## config.mk

```make
export PLATFORM = sky130hd
export DESIGN_NAME = spi_byte_receiver
export DESIGN_NICKNAME = d
export VERILOG_FILES = /design/src/rtl/spi_rx_pkg.sv /design/src/rtl/spi_sync.sv /design/src/rtl/spi_byte_receiver.sv
export SDC_FILE = /design/constraint.sdc
export NUM_CORES = 1
export LEC_CHECK = 0
export CAP_MARGIN = 20
export CORE_MARGIN = 4
export CORE_UTILIZATION = 58
export CTS_BUF_LIST = sky130_fd_sc_hd__clkbuf_4 sky130_fd_sc_hd__clkbuf_8
export CTS_CLUSTER_DIAMETER = 120
export DETAILED_ROUTE_END_ITERATION = 16
export DONT_BUFFER_PORTS = 1
export GPL_ROUTABILITY_DRIVEN = 1
export HOLD_SLACK_MARGIN = 0.02
export PLACE_DENSITY = 0.73
export SLEW_MARGIN = 10
export SYNTH_ARGS = -nofsm -noshare
export SYNTH_HDL_FRONTEND = slang
export SYNTH_SLANG_ARGS = --single-unit
```

## constraint.sdc

```tcl
create_clock -name clk -period 1.57 [get_ports clk]
set_clock_uncertainty 0.05 [all_clocks]
set_input_delay 0.157 -clock clk [delete_from_list [all_inputs] [get_ports clk]]
set_output_delay 0.157 -clock clk [all_outputs]
set_load 0.02 [all_outputs]
```

## src/rtl/spi_rx_pkg.sv

```systemverilog
// Shared types and default sizing for the SPI byte receiver.
package spi_rx_pkg;

    typedef enum logic {
        IDLE  = 1'b0,
        SHIFT = 1'b1
    } spi_state_t;

    localparam int DATA_W_DEFAULT      = 8;
    localparam int SYNC_STAGES_DEFAULT = 2;

endpackage

```

## src/rtl/spi_sync.sv

```systemverilog
// One multi-flop synchronizer chain with rise/fall detection on the synchronized output.
module spi_sync #(
    parameter int   STAGES    = 2,
    parameter logic RESET_VAL = 1'b0
) (
    input  logic clk,
    input  logic rst,
    input  logic d_i,
    output logic q_o,
    output logic rise_o,
    output logic fall_o
);

    logic [STAGES-1:0] chain_q;
    logic              prev_q;

    always_ff @(posedge clk or posedge rst) begin
        if (rst) begin
            chain_q <= {STAGES{RESET_VAL}};
            prev_q  <= RESET_VAL;
        end else begin
            chain_q <= {chain_q[STAGES-2:0], d_i};
            prev_q  <= chain_q[STAGES-1];
        end
    end

    assign q_o    = chain_q[STAGES-1];
    assign rise_o = chain_q[STAGES-1] & ~prev_q;
    assign fall_o = ~chain_q[STAGES-1] & prev_q;

endmodule

```

## src/rtl/spi_byte_receiver.sv

```systemverilog
// SPI slave word receiver with rx handshake, overrun and frame-error pulses.
// Optional MISO return path enabled by defining SPI_BYTE_RECEIVER_MISO_EN.
module spi_byte_receiver
    import spi_rx_pkg::*;
#(
    parameter int DATA_W      = DATA_W_DEFAULT,
    parameter int SYNC_STAGES = SYNC_STAGES_DEFAULT
) (
    input  logic              clk,
    input  logic              rst,
    input  logic              SCL,
    input  logic              MOSI,
    input  logic              SS,
    output logic              MISO,
    output logic [DATA_W-1:0] rx_data,
    output logic              rx_valid,
    input  logic              rx_ready,
    input  logic [DATA_W-1:0] tx_data,
    output logic              overrun,
    output logic              frame_err
);

    localparam int CNT_W = $clog2(DATA_W);
    // Bit order {SS, MOSI, SCL}; SS idles high so its chain resets to 1.
    localparam logic [2:0] SYNC_RST = 3'b100;

    logic [2:0] raw_in;
    logic [2:0] sync_lvl;
    logic [2:0] sync_rise;
    logic [2:0] sync_fall;

    assign raw_in = {SS, MOSI, SCL};

    generate
        for (genvar gi = 0; gi < 3; gi++) begin : g_sync
            spi_sync #(
                .STAGES    (SYNC_STAGES),
                .RESET_VAL (SYNC_RST[gi])
            ) u_sync (
                .clk    (clk),
                .rst    (rst),
                .d_i    (raw_in[gi]),
                .q_o    (sync_lvl[gi]),
                .rise_o (sync_rise[gi]),
                .fall_o (sync_fall[gi])
            );
        end
    endgenerate

    logic scl_rise;
    logic mosi_s;
    logic ss_s;
    assign scl_rise = sync_rise[0];
    assign mosi_s   = sync_lvl[1];
    assign ss_s     = sync_lvl[2];

    logic unused_edges;
    assign unused_edges = ^{sync_lvl[0], sync_rise[2:1], sync_fall[2:1]};

    spi_state_t        state_q;
    logic [CNT_W-1:0]  bit_cnt_q;
    logic [DATA_W-1:0] shift_q;
    logic [DATA_W-1:0] shift_d;
    logic [DATA_W-1:0] rx_data_q;
    logic              rx_valid_q;
    logic              overrun_q;
    logic              frame_err_q;
    logic              last_bit;

    assign shift_d  = {shift_q[DATA_W-2:0], mosi_s};
    assign last_bit = (bit_cnt_q == CNT_W'(DATA_W - 1));

    always_ff @(posedge clk or posedge rst) begin
        if (rst) begin
            state_q     <= IDLE;
            bit_cnt_q   <= '0;
            shift_q     <= '0;
            rx_data_q   <= '0;
            rx_valid_q  <= 1'b0;
            overrun_q   <= 1'b0;
            frame_err_q <= 1'b0;
        end else begin
            overrun_q   <= 1'b0;
            frame_err_q <= 1'b0;
            if (rx_valid_q && rx_ready) begin
                rx_valid_q <= 1'b0;
            end
            case (state_q)
                IDLE: begin
                    bit_cnt_q <= '0;
                    if (!ss_s) begin
                        state_q <= SHIFT;
                    end
                end
                SHIFT: begin
                    if (ss_s) begin
                        state_q     <= IDLE;
                        bit_cnt_q   <= '0;
                        shift_q     <= '0;
                        frame_err_q <= (bit_cnt_q != '0);
                    end else if (scl_rise) begin
                        shift_q <= shift_d;
                        if (last_bit) begin
                            bit_cnt_q <= '0;
                            // A consume in this same cycle frees the slot for the new word.
                            if (rx_valid_q && !rx_ready) begin
                                overrun_q <= 1'b1;
                            end else begin
                                rx_data_q  <= shift_d;
                                rx_valid_q <= 1'b1;
                            end
                        end else begin
                            bit_cnt_q <= bit_cnt_q + CNT_W'(1);
                        end
                    end
                end
                default: state_q <= IDLE;
            endcase
        end
    end

    assign rx_data   = rx_data_q;
    assign rx_valid  = rx_valid_q;
    assign overrun   = overrun_q;
    assign frame_err = frame_err_q;

`ifdef SPI_BYTE_RECEIVER_MISO_EN
    logic [DATA_W-1:0] tx_word_q;
    logic              miso_q;
    logic              scl_fall;
    assign scl_fall = sync_fall[0];

    // Bit index follows bit_cnt, so after a wrap (count 0) the MSB is re-driven.
    always_ff @(posedge clk or posedge rst) begin
        if (rst) begin
            tx_word_q <= '0;
            miso_q    <= 1'b0;
        end else if (state_q == IDLE) begin
            if (!ss_s) begin
                tx_word_q <= tx_data;
                miso_q    <= tx_data[DATA_W-1];
            end else begin
                miso_q <= 1'b0;
            end
        end else if (ss_s) begin
            miso_q <= 1'b0;
        end else if (scl_rise && last_bit) begin
            tx_word_q <= tx_data;
            miso_q    <= tx_data[DATA_W-1];
        end else if (scl_fall) begin
            miso_q <= tx_word_q[CNT_W'(DATA_W - 1) - bit_cnt_q];
        end
    end

    assign MISO = miso_q;
`else
    logic unused_tx;
    assign unused_tx = ^{tx_data, sync_fall[0]};
    assign MISO      = 1'b0;
`endif

endmodule
```

==> flow_summary.yaml <==
status:
  status: "finished clean"
sta:
  period_share_pct: 96.6
  fin_ws_ns: 0.0535
  period_needed_ns: 1.52
  tns_ns: 0
  maxSlewViolCount: 0
  grt_setup_unrepaired: "false"
  finalSetupViolCount: 0
  hold_viol: 0
  clock.fmax_mhz: 659
place:
  port_buffers: 0
  dp_slack_ns: 0.0804
  dp_hpwl_um: 1200
  routabilityCongestion: 0.738
floorplanning:
  pin_count: 26
  die_w_um: 52.2
  start_util_pct: 63.6
  row_count: 15
  coreArea_um2: 1780
  die_h_um: 52.2
  dieArea_um2: 2730
cts:
  h-tree-depth: 2
  tritoncts: "built"
  post-cts-setup-buffer-count: 0
  clkTransAtPathRegs_ns: 0.08
  clk_latency_ns: 0.31
  clock-root-buffer: "clkbuf_4"
  post_cts_resized: 0
  clock_sinks: 29
  numCtsBuffers: 5
  cts_max_path_buffers: 2
yosys:
  synthCells: 83
  synth_nets: 100
  synth_cell_type_count: 22
  ys_ff_latch: 29
  seq_area_frac_synth_pct: 64.2
  syn_avg_cell_area_um2: 13.7
  yosysWarnings: 0
  syn_area_um2: 1130
cells_and_area:
  final_common_cell: "dfrtp_1"
  final_util_pct: 72.0
  insertedDiodeCount: 0
  area_delta_synth_final_pct: 13.1
  layout_common_cells: "dfrtp_1, inv_1, mux2_2, clkbuf_4, buf_4"
  final_nets: 113
  drive_gt1_share_pct: 28.9
  fill_cells: 122
critical_path:
  cp_slowest_stage_delay_ns: 0.42
  ff2ff_setup_slack_ns: 0.05
  cp_cell_sequence: "ha_1 -> ha_1 -> nand3_4 -> mux2_2"
  critPathKind: "reg2reg"
  cp_slowest_cell: "dfrtp_1"
  path_common_cell: "ha_1"
  worstPathRequired_ns: 1.71
  crit_path_start_kind: "register"
  cp.arrival_ns: 1.66
  cp-end-kind: "register"
  worst-path-max-fanout: 8
pwr:
  finalPower_mw: 1.33
  p_per_area_nw_per_um2: 1030
  irDropWorstVdd_uv: 693
  p_leak_nw: 0.624
grt:
  grt_util_all_layers_pct: 16.7
  grt_max_degree: 18
  gr-total-overflow: 0
  antenna_found_initial: 0
  grt_pass1_vias: 716
  grt_pass1_wl_um: 3210
routing:
  routed-via-count: 653
  wl_per_cell_um: 14.0
  remaining_drc_errors: 0
  viasPerCell: 5.35
  drt_wl_total_um: 1710
  ant_nets: 0
  drtPass1Iterations: 4
  drtIter0Drc: 16
worst_hold_path:
  hp-class: "in2reg"
flow_run:
  maxCapViolCount: 0
stage by stage:
step	instances	instance area [µm²]	hold slack, ns
global route	122	1280	0.0569
global placement	110	1180	0.0193
finish	122	1280	0.0637
detailed placement	110	1180	0.0312
CTS	122	1280	0.0528
floorplan	83	1130	0.111
path summary, 6_finish.rpt:
check                                                        end  cells past startpoint                                   from
min reg2reg                g_sync[1].u_sync.chain_q[1]$_DFF_PP0_                      0  g_sync[1].u_sync.chain_q[0]$_DFF_PP0_
max                                       rx_data[2]$_DFFE_PP0P_                      4               bit_cnt_q[0]$_DFFE_PP0P_
min                                            overrun$_DFF_PP0_                      2                               rx_ready
min in group asynchronous                 shift_q[0]$_DFFE_PP0P_                      2                                    rst
max in group asynchronous                 shift_q[2]$_DFFE_PP0P_                      3                                    rst
max reg2reg                               rx_data[2]$_DFFE_PP0P_                      4               bit_cnt_q[0]$_DFFE_PP0P_
cells by family (layout without fill, tap and decap cells):
kind of cell,after synthesis,in the layout,synth area share (%)
simple gates,14,14,8.05
compound gates,13,13,8.38
mux,10,10,9.70
flops,29,29,64.2
xor+xnor,1,1,0.772
fa+ha+maj,3,3,3.31
buf+inv,12,26,5.29
other cells,1,1,0.330
Yosys cell counts:
cell       n  share of area [%]
dfrtp_1   27                 60
inv_1      9                3.0
mux2_2     8                7.9
a22oi_1    4                2.6
nand2_1    4                1.3
nor2_1     4                1.3
o22ai_1    4                2.2
a22o_2     3                2.6
ha_1       3                3.3
buf_4      2                1.3
dfstp_2    2                4.6
mux2i_1    2                1.8
nand2b_1   2                1.1
a21oi_1    1               0.44
and3b_1    1               0.77
and4bb_4   1                1.4
buf_6      1               0.99
conb_1     1               0.33
nand3_4    1                1.5
nor2b_1    1               0.55
o21ai_0    1               0.44
xnor2_1    1               0.77
worst max-delay path: cells and delay by family, from the launching register on:
family | cells | cell delay, ns
adder cells (fa/ha/maj) | 2 | 0.44
flip-flops | 1 | 0.42
multiplexers | 1 | 0.36
AND/OR/NAND/NOR | 1 | 0.14
cell type report:
| cell class | instances | area [µm²] | share of cell area (%) |
|---|---|---|---|
| tap | 25 | 31.3 | 2.44 |
| multi-input combinational | 42 | 347 | 27.0 |
| inverter | 9 | 33.8 | 2.63 |
| timing repair buffer | 9 | 77.6 | 6.04 |
| clock buffer | 8 | 66.3 | 5.17 |
| sequential | 29 | 728 | 56.7 |
per-layer routing:
metal	vias up	GRT usage, %	wire, µm
li1	306	-	-
met1	323	20.7	744
met2	22	26.2	837
met3	2	6.27	111
met4	0	6.81	12
met5	-	0	0
where the power goes:
| part | internal, mW | total (mW) | switching, mW |
|---|---|---|---|
| combinational | 0.0284 | 0.0667 | 0.0383 |
| sequential | 0.766 | 0.778 | 0.0123 |
| clock | 0.255 | 0.483 | 0.228 |
| total | 1.05 | 1.33 | 0.278 |
repair_timing:
action                                 in CTS  in global routing
endpoints found under the hold margin      13                  0
hold buffers                                4                  0
setup endpoints to repair                   0                  0
registers in the layout, summed over array words and instances (netlist names):
signal                 cells
bit_cnt_q                  3
rx_valid                   1
shift_q                    7
g_sync.u_sync.prev_q       1
rx_data                    8
overrun                    1
g_sync.u_sync.chain_q      6
state_q                    1
frame_err                  1
No activity file was read; power rests on OpenSTA's default activity.
